===== src/rtl/cl_lsu_ctrl_if.sv =====
// Data-memory request/response bus between the load/store control stage and memory.
// Request uses valid/yumi; the read response is a single rv strobe with data.
interface cl_lsu_ctrl_if #(
   parameter int unsigned ADDR_WIDTH = 32
);
   logic                  v;
   logic                  w;
   logic [ADDR_WIDTH-1:0] addr;
   logic [31:0]           wdata;
   logic [3:0]            mask;
   logic                  yumi;
   logic                  rv;
   logic [31:0]           rdata;

   modport master (
      output v, w, addr, wdata, mask,
      input  yumi, rv, rdata
   );

   modport slave (
      input  v, w, addr, wdata, mask,
      output yumi, rv, rdata
   );
endinterface


===== src/rtl/cl_lsu_ctrl.sv =====
// Load/store control stage: one data-memory request at a time, byte alignment, writeback.
// Optional LSU_MISALIGN_TRAP_EN: misaligned word ops are consumed in IDLE and flagged.
module cl_lsu_ctrl #(
   parameter int unsigned ADDR_WIDTH = 32,
   parameter int unsigned RD_WIDTH   = 5
) (
   input  logic                  clk,
   input  logic                  reset,
   input  logic                  valid_i,
   input  logic                  is_mem_op_i,
   input  logic                  is_load_op_i,
   input  logic                  is_store_op_i,
   input  logic                  is_byte_op_i,
   input  logic                  op_writes_rf_i,
   input  logic [ADDR_WIDTH-1:0] addr_i,
   input  logic [31:0]           store_data_i,
   input  logic [RD_WIDTH-1:0]   rd_addr_i,
   output logic                  stall_o,
   cl_lsu_ctrl_if.master         dmem,
   output logic                  wb_v_o,
   output logic [RD_WIDTH-1:0]   wb_rd_o,
   output logic [31:0]           wb_data_o,
   output logic                  misalign_o
);

   typedef enum logic [1:0] {StIdle, StReq, StWait} state_e;

   state_e state_q, state_d;

   logic [ADDR_WIDTH-1:0] addr_q;
   logic [31:0]           data_q;
   logic                  byte_q;
   logic                  store_q;
   logic                  wb_en_q;
   logic [RD_WIDTH-1:0]   rd_q;
   logic                  wb_v_q;
   logic [RD_WIDTH-1:0]   wb_rd_q;
   logic [31:0]           wb_data_q;

   logic        accept;
   logic        trap;
   logic        start;
   logic        req_v;
   logic        stall;
   logic        load_done;
   logic [1:0]  byte_off;
   logic [31:0] load_data;

   assign accept = (state_q == StIdle) & valid_i & is_mem_op_i;

`ifdef LSU_MISALIGN_TRAP_EN
   logic misalign_q;

   assign trap = accept & ~is_byte_op_i & (addr_i[1:0] != 2'b00);

   always_ff @(posedge clk or posedge reset) begin
      if (reset) misalign_q <= 1'b0;
      else       misalign_q <= trap;
   end

   assign misalign_o = misalign_q;
`else
   assign trap       = 1'b0;
   assign misalign_o = 1'b0;
`endif

   assign start = accept & ~trap;

   always_ff @(posedge clk or posedge reset) begin
      if (reset) state_q <= StIdle;
      else       state_q <= state_d;
   end

   always_comb begin
      state_d = state_q;
      unique case (state_q)
         StIdle:  if (start)     state_d = StReq;
         StReq:   if (dmem.yumi) state_d = store_q ? StIdle : StWait;
         StWait:  if (dmem.rv)   state_d = StIdle;
         default:                state_d = StIdle;
      endcase
   end

   // Request is purely state-decoded so reset withdraws it without waiting for a clock.
   always_comb begin
      req_v     = 1'b0;
      stall     = start;
      load_done = 1'b0;
      unique case (state_q)
         StIdle: ;
         StReq: begin
            req_v = 1'b1;
            stall = ~(dmem.yumi & store_q);
         end
         StWait: begin
            stall     = ~dmem.rv;
            load_done = dmem.rv;
         end
         default: ;
      endcase
   end

   always_ff @(posedge clk or posedge reset) begin
      if (reset) begin
         addr_q    <= '0;
         data_q    <= '0;
         byte_q    <= 1'b0;
         store_q   <= 1'b0;
         wb_en_q   <= 1'b0;
         rd_q      <= '0;
         wb_v_q    <= 1'b0;
         wb_rd_q   <= '0;
         wb_data_q <= '0;
      end else begin
         if (start) begin
            addr_q  <= addr_i;
            data_q  <= store_data_i;
            byte_q  <= is_byte_op_i;
            store_q <= is_store_op_i;
            wb_en_q <= is_load_op_i & op_writes_rf_i & (rd_addr_i != '0);
            rd_q    <= rd_addr_i;
         end
         wb_v_q <= load_done & wb_en_q;
         if (load_done) begin
            wb_rd_q   <= rd_q;
            wb_data_q <= load_data;
         end
      end
   end

   assign byte_off  = addr_q[1:0];
   assign load_data = byte_q ? {24'h0, dmem.rdata[{byte_off, 3'b000} +: 8]} : dmem.rdata;

   assign dmem.v     = req_v;
   assign dmem.w     = store_q;
   assign dmem.addr  = {addr_q[ADDR_WIDTH-1:2], 2'b00};
   assign dmem.wdata = byte_q ? {4{data_q[7:0]}} : data_q;
   assign dmem.mask  = byte_q ? (4'b0001 << byte_off) : 4'hF;

   assign stall_o   = stall;
   assign wb_v_o    = wb_v_q;
   assign wb_rd_o   = wb_rd_q;
   assign wb_data_o = wb_data_q;

endmodule


===== src/flat_wrapper.sv =====
// flat-port wrapper written by rule: the top's interface ports become plain ports
module cl_lsu_ctrl_flat 
#(
   parameter int unsigned ADDR_WIDTH = 32,
   parameter int unsigned RD_WIDTH   = 5
)
  (clk, reset, valid_i, is_mem_op_i, is_load_op_i, is_store_op_i, is_byte_op_i, op_writes_rf_i, addr_i, store_data_i, rd_addr_i, stall_o, wb_v_o, wb_rd_o, wb_data_o, misalign_o, dmem_v, dmem_w, dmem_addr, dmem_wdata, dmem_mask, dmem_yumi, dmem_rv, dmem_rdata);
  cl_lsu_ctrl_if #(.ADDR_WIDTH(ADDR_WIDTH)) dmem_i ();
  input  logic clk;
  input  logic reset;
  input  logic valid_i;
  input  logic is_mem_op_i;
  input  logic is_load_op_i;
  input  logic is_store_op_i;
  input  logic is_byte_op_i;
  input  logic op_writes_rf_i;
  input  logic [ADDR_WIDTH-1:0] addr_i;
  input  logic [31:0] store_data_i;
  input  logic [RD_WIDTH-1:0] rd_addr_i;
  output logic stall_o;
  output logic wb_v_o;
  output logic [RD_WIDTH-1:0] wb_rd_o;
  output logic [31:0] wb_data_o;
  output logic misalign_o;
  output wire logic [$bits(dmem_i.v)-1:0] dmem_v;
  output wire logic [$bits(dmem_i.w)-1:0] dmem_w;
  output wire logic [$bits(dmem_i.addr)-1:0] dmem_addr;
  output wire logic [$bits(dmem_i.wdata)-1:0] dmem_wdata;
  output wire logic [$bits(dmem_i.mask)-1:0] dmem_mask;
  input wire logic [$bits(dmem_i.yumi)-1:0] dmem_yumi;
  input wire logic [$bits(dmem_i.rv)-1:0] dmem_rv;
  input wire logic [$bits(dmem_i.rdata)-1:0] dmem_rdata;
  assign dmem_v = dmem_i.v;
  assign dmem_w = dmem_i.w;
  assign dmem_addr = dmem_i.addr;
  assign dmem_wdata = dmem_i.wdata;
  assign dmem_mask = dmem_i.mask;
  assign dmem_i.yumi = dmem_yumi;
  assign dmem_i.rv = dmem_rv;
  assign dmem_i.rdata = dmem_rdata;
  cl_lsu_ctrl #(.ADDR_WIDTH(ADDR_WIDTH), .RD_WIDTH(RD_WIDTH)) u_core (.clk(clk), .reset(reset), .valid_i(valid_i), .is_mem_op_i(is_mem_op_i), .is_load_op_i(is_load_op_i), .is_store_op_i(is_store_op_i), .is_byte_op_i(is_byte_op_i), .op_writes_rf_i(op_writes_rf_i), .addr_i(addr_i), .store_data_i(store_data_i), .rd_addr_i(rd_addr_i), .stall_o(stall_o), .dmem(dmem_i), .wb_v_o(wb_v_o), .wb_rd_o(wb_rd_o), .wb_data_o(wb_data_o), .misalign_o(misalign_o));
endmodule

===== config.mk =====
export PLATFORM = sky130hd
export DESIGN_NAME = cl_lsu_ctrl_flat
export DESIGN_NICKNAME = d
export VERILOG_FILES = /design/src/rtl/cl_lsu_ctrl_if.sv /design/src/rtl/cl_lsu_ctrl.sv /design/src/flat_wrapper.sv
export SDC_FILE = /design/constraint.sdc
export NUM_CORES = 1
export LEC_CHECK = 0
export BUFFER_PORTS_ARGS = -buffer_cell sky130_fd_sc_hd__buf_2
export CAP_MARGIN = 40
export CORE_ASPECT_RATIO = 1.4
export CORE_UTILIZATION = 40
export DETAILED_ROUTE_END_ITERATION = 10
export PLACE_DENSITY = 0.69
export RECOVER_POWER = 25
export SYNTH_ARGS = -nofsm -noshare
export SYNTH_HDL_FRONTEND = slang
export SYNTH_SLANG_ARGS = --single-unit

===== constraint.sdc =====
create_clock -name clk -period 4.25 [get_ports clk]
set_input_delay 0.425 -clock clk [delete_from_list [all_inputs] [get_ports clk]]
set_output_delay 0.425 -clock clk [all_outputs]
set_load 0.005 [all_outputs]

; Yosys cells after proc, flatten, opt, wreduce, memory -nomap -nowiden
; Index checks and enable logic that the tools add are counted.
[totals]
regBits = 112
inputBits = 111
out_inout_bits = 110
wordCells = 39
[classes]
eq_ne = 5
n_shift = 2
mux = 11
bitwise = 8
n_reduce_logical = 3
[op_table]
columns = operator, count
row1 = 2-to-1 mux 32 bit, 2
row2 = variable part select 32 x 6 -> 8 bit, 1
row3 = 2-to-1 mux 2 bit, 4
row4 = bitwise AND 1 bit, 6
row5 = case mux 2 bit (3 select lines), 1
row6 = nonzero test 5 bit, 1
row7 = 2-to-1 mux 4 bit, 1
row8 = != test 2 bit (second input constant), 2
row9 = left shift 1 x 2 -> 4 bit (first input constant), 1
row10 = AND reduction 3 bit, 1
row11 = equality test 2 x 1 -> 1 bit (second input constant), 1
row12 = equality test 2 bit (second input constant), 1
row13 = logical NOT 2 bit, 1
row14 = 2-to-1 mux 1 bit, 2
row15 = != test 2 x 1 -> 1 bit (second input constant), 1
row16 = inverter 1 bit, 2
row17 = case mux 1 bit (2 select lines), 1

; Longest topological paths before layout
; Gate-level depths: netlist of the first run.
[depth]
word_depth = 5
depth_mapped = 7

; Least setup slack after synthesis of the first run
; Ideal clock, no wire load.
[synth_path]
path_kind = reg2out
start = register u_core.state_q[0]
end = output port stall_o
arrival_time_ns = 1.253
required_ns = 3.825
slack_ns = 2.572
stages_incl_launch_ff = 7
path_buffers = 2
cell_sequence = dfrtp_1 -> inv_1 -> ha_1 -> nand3_1 -> buf_4 -> buf_6 -> o21ai_0
[synth_between]
elab_chain_cells = 4
[synth_lines]
columns = item, line_no
row1 = from (decl), cl_lsu_ctrl.sv:28  ; state_e state_q, state_d;
row2 = from (signal assigned), cl_lsu_ctrl.sv:70  ; if (reset) state_q <= StIdle;
row3 = from (signal assigned), cl_lsu_ctrl.sv:71  ; else state_q <= state_d;
row4 = logical NOT 2 bit, cl_lsu_ctrl.sv:49  ; assign accept = (state_q == StIdle) & valid_i & is_mem_op_i;
row5 = bitwise AND 1 bit (2 in series), cl_lsu_ctrl.sv:49
row6 = case mux 1 bit (2 select lines) *, cl_lsu_ctrl.sv:89  ; unique case (state_q)
row7 = to (decl), flat_wrapper.sv:20  ; output logic stall_o;
; Every way passes the cells marked *; elsewhere a longest branch is shown, timed or not.

; Worst setup path after layout of the first run
; Same ends and word-level chain as after synthesis.

==> results of run 1 <==
==> logic make-up (layout without fill, tap and decap cells) <==
kind of cell	Yosys count	in the layout
AOI/OAI and AO/OA	90	90
adders and majority gates	3	3
buffers and inverters	98	268
DFF	112	112
muxes	80	80
other	1	3
and+or+nand+nor	89	89
==> per-layer routing <==
metal / wire (um) / vias up
met5: 0 / -
met4: 280 / 0
met3: 610 / 21
met2: 6629 / 140
met1: 4714 / 1922
li1: - / 1862
==> cell usage in the layout, fill, tap and decap left out, drive strengths merged <==
cell type / netlist / final
o32ai: 1 / 1
nor2: 6 / 6
mux2: 74 / 74
nor2b: 4 / 4
o21ai: 56 / 56
clkinv: 0 / 2
clkinvlp: 0 / 2
inv: 30 / 32
buf: 57 / 222
nand3: 1 / 1
clkbuf: 11 / 9
a211o: 6 / 6
a31oi: 2 / 2
and3: 1 / 1
o211ai: 1 / 1
and2: 1 / 1
or4: 1 / 1
a211oi: 1 / 1
a22oi: 2 / 2
conb: 1 / 3
nand2: 74 / 74
a21oi: 18 / 18
bufinv: 0 / 1
o31ai: 1 / 1
ha: 3 / 3
nor3: 1 / 1
a21boi: 2 / 2
dfrtp: 112 / 112
mux2i: 6 / 6
==> cell type report <==
type,instances,area (um2),area share
sequential,112,2803,0.4386
multi-input combinational,265,1818,0.2845
timing repair buffer,222,1156,0.1809
clock buffer,9,225.2,0.03525
tap,150,187.7,0.02937
inverter,30,113.9,0.01782
clock inverter,7,86.33,0.01351
==> state kept, by name (all words and copies together), names as in the netlist <==
| register | flops |
|---|---|
| u_core.addr_q | 32 |
| u_core.byte_q | 1 |
| u_core.data_q | 32 |
| u_core.dmem.w | 1 |
| u_core.rd_q | 5 |
| u_core.state_q | 2 |
| u_core.wb_data_o | 32 |
| u_core.wb_en_q | 1 |
| u_core.wb_rd_o | 5 |
| u_core.wb_v_o | 1 |
==> power breakdown <==
group	switching, mW	leakage (nW)	internal [mW]
sequential	0.348	1.36	1.58
combinational	0.834	1.80	0.938
clock	0.411	0.150	0.470
==> stage by stage <==
step / setup WS, ns / instance area, um2 / utilization
after floorplan: 0.8660 / 5180 / -
after global placement: 1.757 / 6025 / 0.4823
after detailed placement: 2.200 / 6080 / 0.4867
after CTS: 1.818 / 6391 / 0.5116
after global routing: 1.687 / 6390 / 0.5115
final: 1.853 / 6390 / 0.5115
==> how the worst max path moves through the flow <==
stage	endpoint	slack, ns	start
finish	stall_o	1.85	u_core.state_q[0]
global route	stall_o	1.69	u_core.state_q[1]
CTS	stall_o	1.82	u_core.state_q[0]
detailed placement	u_core.state_q[1]	2.20	u_core.state_q[0]
global placement	stall_o	1.76	u_core.state_q[0]
floorplan	u_core.addr_q[0]	0.87	reset
==> metrics.cfg, run 1 <==
[outcome]
outcome=complete, but fails checks
violations=design-rule violations, max-capacitance violations, max-slew violations

[pwr]
powerDensity_nw_per_um2=717.1
ir_drop_uv=274.0
power_mw=4.582
p_leak_nw=3.309

[routing]
routed_wl_um=12230
vias=3945
drt_iter0_markers=133
ant_nets=0
vias_per_cell=4.962
drc=12
wl_per_cell_um=15.39
dr.pass1.iters=8

[logic_synthesis]
synth_area_um2=5172
synthSimpleGateAreaFrac=0.06870
synth-compound-area-share=0.09773
async_flop_share=1.000
seq_area_frac_synth=0.5418
synth_mux_area_frac=0.1727
syn-mean-instance-area_um2=10.94
synth_top_family_by_area=multiplexers
ys_top_cells_by_area=dfrtp_1, mux2_2, buf_4
ys_types=30
ys_ff_latch=112
synth_ff_type=dfrtp_1
synth_xor_area_frac=0
syn-instance-count=473
synth_commonest_cells=dfrtp_1, nand2_1, mux2_2
synth_edf_count=0
yosysWarnings=0
yosysTopAreaCell=dfrtp_1
synth.most_common_cell=dfrtp_1
synth_fa_ha_area_frac=0.007257
yosysTopAreaCellShare=0.5418

[global_route]
grtUsageTotal=0.1811
met3_usage=0.03575
grt_pass1_wl_um=19090
overflow=0
busiest_layer=met2
grt_max_degree=55
antenna_found_initial=0
gr-usage-met1=0.2069
grt_util_met2=0.3302
grt_pass1_vias=4015

[clocking]
h-tree-depth=3
cts_hold_buf=0
root_buffer=clkbuf_16
cts_tree=yes
path_clk_slew_ns=0.08
cts.sinks=112
cts_buffer_depth=2
cts_made_buffers=9
clock_latency_ns=0.34
cts_setup_buffers=0
post_cts_resized=0

[placement]
place_congestion=0.8317
hpwl_um=9197
port-buffer-count=217
dpl.cell_count=779

[worst_setup_path]
path_cells=inv_1 > ha_1 > nand3_4 > o21ai_0 > buf_2
required_ns=3.83
cp_max_fo=34
reg2reg_to=u_core.state_q[1]
rr_worst_depth=5
worstSetupEndpointType=output pin
cp_num_cells=5
crit_slowest_cell=nand3_4
worstReg2RegStart=u_core.state_q[0]
rrSetupSlack_ns=2.21
cp_top_family=simple AND/OR/NAND/NOR gates
cp-start-kind=register
critPathBufInv=2
slowest_delay_ns=0.42
crit_type=register to output pin
arrival_ns=1.97

[sta]
fin_skew_ns=0.009156
setup_tns_ns=0
period_minus_slack_ns=2.397
slew-limit-headroom=-0.3893
hold_viol_final=0
worst_pin_slew_ns=2.073
setup_viol=0
clock.fmax_mhz=417.1
finalMaxSlewViolations=48
rsz0062_at_grt=no
hold_ws_ns=0.3045
post-route-period-util=0.5641

[hold_path]
worstHoldStart=store_data_i[27]
min_to=u_core.data_q[27]
hold_path.class=input port to register
worstHoldPathCells=2

[final_layout]
diodes=0
nNetsFinal=754
syn2layout_area_growth_pct=23.54
drive_gt1_frac=0.4899
fillers=1159
finalNonFillerCells=795

[floorplanning]
design.die.area_um2=13400
io_pins=221
die_h_um=136.6
initial_core_util=0.4141
rows=48
die_x_um=98.11
core_area_um2=12490

[flow_run]
drv_cap=1

Power figures use the tool's default switching activity.
==> run 2: changes to the inputs <==
PLACE_DENSITY = 0.72   (was 0.69)
clock period = 2 ns   (was 4.25 ns; I/O delays follow)
==> run 2 against run 1 <==
Compared with the run above:
- the flow finishes with violations (design-rule violations)
- final area rose by 0.90%
- via count fell by 0.10%
- combinational power rose by 120%
- sequential cell count did not move
- non-clock buffer count rose by 7
- cell count rose by 0.88%
==> metrics.cfg, run 2 (synthesis results as in run 1) <==
[outcome]
outcome=complete, but fails checks
violations=design-rule violations

[placement]
place_congestion=0.8452  ; +1.6%
place_ws_ns=0.2603  ; -1.940 ns
placed_cell_area_um2=6136  ; +0.93%
hpwl_um=9177  ; -0.22%
port-buffer-count=217  ; unchanged

[routing]
ant_nets=0  ; unchanged
drt_iter0_markers=144  ; +8.3%
wl_met3_um=701  ; +15%
dr.pass1.iters=7  ; -1
drc=15  ; +3
dr.max_layer_used=met5
dr_wl_met2_um=6463  ; -2.5%
routed_wl_um=12120  ; -0.96%
wl_per_cell_um=15.11  ; -1.8%
vias_per_cell=4.914  ; -0.97%
vias=3941  ; -0.10%
met1Wirelength_um=4533  ; -3.8%

[clocking]
cts.sinks=112  ; unchanged
cts_tree=yes
cts_buffer_depth=2  ; unchanged
path_clk_slew_ns=0.08  ; about the same
root_buffer=clkbuf_16
clock_latency_ns=0.34  ; about the same
h-tree-depth=3  ; unchanged
cts_made_buffers=9  ; unchanged

[final_layout]
syn2layout_area_growth_pct=24.65
multi_input_area_um2=1843  ; +1.4%
seqCellArea_um2=2803  ; unchanged
diodes=0  ; unchanged
drive_gt1_frac=0.4647  ; -0.02520
nNetsFinal=761  ; +0.93%
fillers=1174  ; +1.3%
final_cell_mix=buf_2, dfrtp_1, mux2_2, nand2_1, o21ai_0
final_common_cell=buf_2
fin_area_um2=6447  ; +0.90%

[sta]
rsz0062_at_grt=no
hold_viol_final=0  ; unchanged
slew-limit-headroom=0.1590  ; +0.5483
setup_viol=0  ; unchanged
setup_tns_ns=0  ; unchanged
worst_pin_slew_ns=1.255  ; -0.8179 ns
period_minus_slack_ns=1.885
layout_setup_ws_ns=0.1153  ; -1.737 ns
clock.fmax_mhz=530.6
post-route-period-util=0.9424
hold_ws_ns=0.08043  ; -0.2241 ns
fin_skew_ns=0.008089  ; -0.001067 ns
finalMaxSlewViolations=0  ; -100%

[worst_setup_path]
crit_slowest_cell=dfrtp_1
cp-endpoint=stall_o
worstReg2RegStart=u_core.state_q[0]
arrival_ns=1.68  ; -0.29 ns
required_ns=1.80  ; -2.03 ns
worstSetupEndpointType=output pin
crit_type=register to output pin
slowest_delay_ns=0.39  ; -0.03 ns
path_cells=inv_1 > ha_4 > nand3_4 > buf_12 > o21ai_0 > buf_2
rrSetupSlack_ns=0.42  ; -1.79 ns
cp-start-kind=register
rr_worst_depth=6  ; +1
cp-startpoint=u_core.state_q[0]
reg2reg_to=u_core.wb_data_o[1]
cp_max_fo=33  ; -2.9%

[floorplanning]
initial_core_util=0.4141  ; unchanged
io_pins=221  ; unchanged
core_area_um2=12490  ; unchanged
die_x_um=98.11  ; unchanged
rows=48  ; unchanged
die_h_um=136.6  ; unchanged
design.die.area_um2=13400  ; unchanged

[pwr]
sw_frac_of_total=0.3521  ; +0.004314
internal_power_mw=6.236  ; +110%
p_leak_nw=3.266  ; -1.3%
power_switching_mw=3.389  ; +110%
power_mw=9.625  ; +110%
ir_drop_uv=677.4  ; +150%
p_comb_frac=0.397  ; +0.010
power_frac_seq=0.420  ; about the same
power.share.clock=0.183  ; -0.009
powerDensity_nw_per_um2=1493  ; +110%

[hold_path]
hold_path.class=input port to register

[global_route]
grtUsageTotal=0.1836  ; +0.002536
grt_max_degree=60  ; +9.1%
antenna_found_initial=1  ; +1
grt_pass1_wl_um=19440  ; +1.9%
grt_pass1_vias=4105  ; +2.2%
overflow=0  ; unchanged

[flow_run]
drv_cap=0  ; -1

==> run 2: cell types whose count changed in the layout (fill, tap and decap cells not counted), sizes merged <==
cell         change
clkinv           -1
bufinv           -1
buf             -17
clkbuf          +23
dlygate4sd3      +1
clkinvlp         +2
==> run 2: power groups by stage <==
stage	Combinational [mW]	Clock (mW)	Sequential, mW
6_report	3.82	1.76	4.04
5_1_grt	4.29	1.89	4.19
4_1_cts	3.90	1.81	4.05
3_5_place_dp	3.88	0	4.08
3_3_place_gp	3.76	0	4.02
2_1_floorplan	2.79	0	3.87
==> run 2: critical path, delay by kind of cell (launching register included) <==
| kind | cells | cell delay (ns) |
|---|---|---|
| buffers and inverters | 3 | 0.48 |
| AO/OA/AOI/OAI | 1 | 0.16 |
| adder cells (fa/ha/maj) | 1 | 0.19 |
| AND/OR/NAND/NOR | 1 | 0.11 |
| flip-flops | 1 | 0.39 |
==> run 2: final cells by class <==
type                            instances  share of cell area
Sequential cell                       112              0.4347
Multi-Input combinational cell        265              0.2859
Timing Repair Buffer                  229              0.1880
Clock buffer                            9             0.03493
Tap cell                              150             0.02911
Inverter                               30             0.01766
Clock inverter                          7            0.009703
==> run 2: what timing repair did <==
action                                 4_1_cts  5_1_grt
pin swaps                                    0        0
endpoints found under the hold margin       25        0
setup endpoints to repair                    1        1
setup buffers                                0        1
resized for setup                            3        6
hold buffers                                 1        0
==> run 2: metrics by stage <==
stage | utilization | std cells
2_1_floorplan | - | 475
5_1_grt | 0.5161 | 802
6_report | 0.5161 | 802
3_3_place_gp | 0.4912 | 784
4_1_cts | 0.5157 | 801
3_5_place_dp | 0.4912 | 784
==> run 2: metal layers <==
metal  track usage  vias to the layer above
met1        0.2069                     1883
li1              -                     1873
met5             0                        -
met2        0.3271                      149
met3       0.04494                       34
met4       0.08502                        2
==> run 2: worst min-delay path by stage <==
stage | slack, ns | start | to | cells past startpoint
4_1_cts | 0.07 | store_data_i[22] | u_core.data_q[22] | 2
2_1_floorplan | 0.34 | dmem_rdata[27] | u_core.wb_data_o[27] | 2
3_5_place_dp | 0.31 | reset | u_core.addr_q[13] | 2
6_report | 0.08 | store_data_i[16] | u_core.data_q[16] | 2
5_1_grt | 0.07 | store_data_i[17] | u_core.data_q[17] | 2
3_3_place_gp | 0.29 | reset | u_core.addr_q[12] | 2
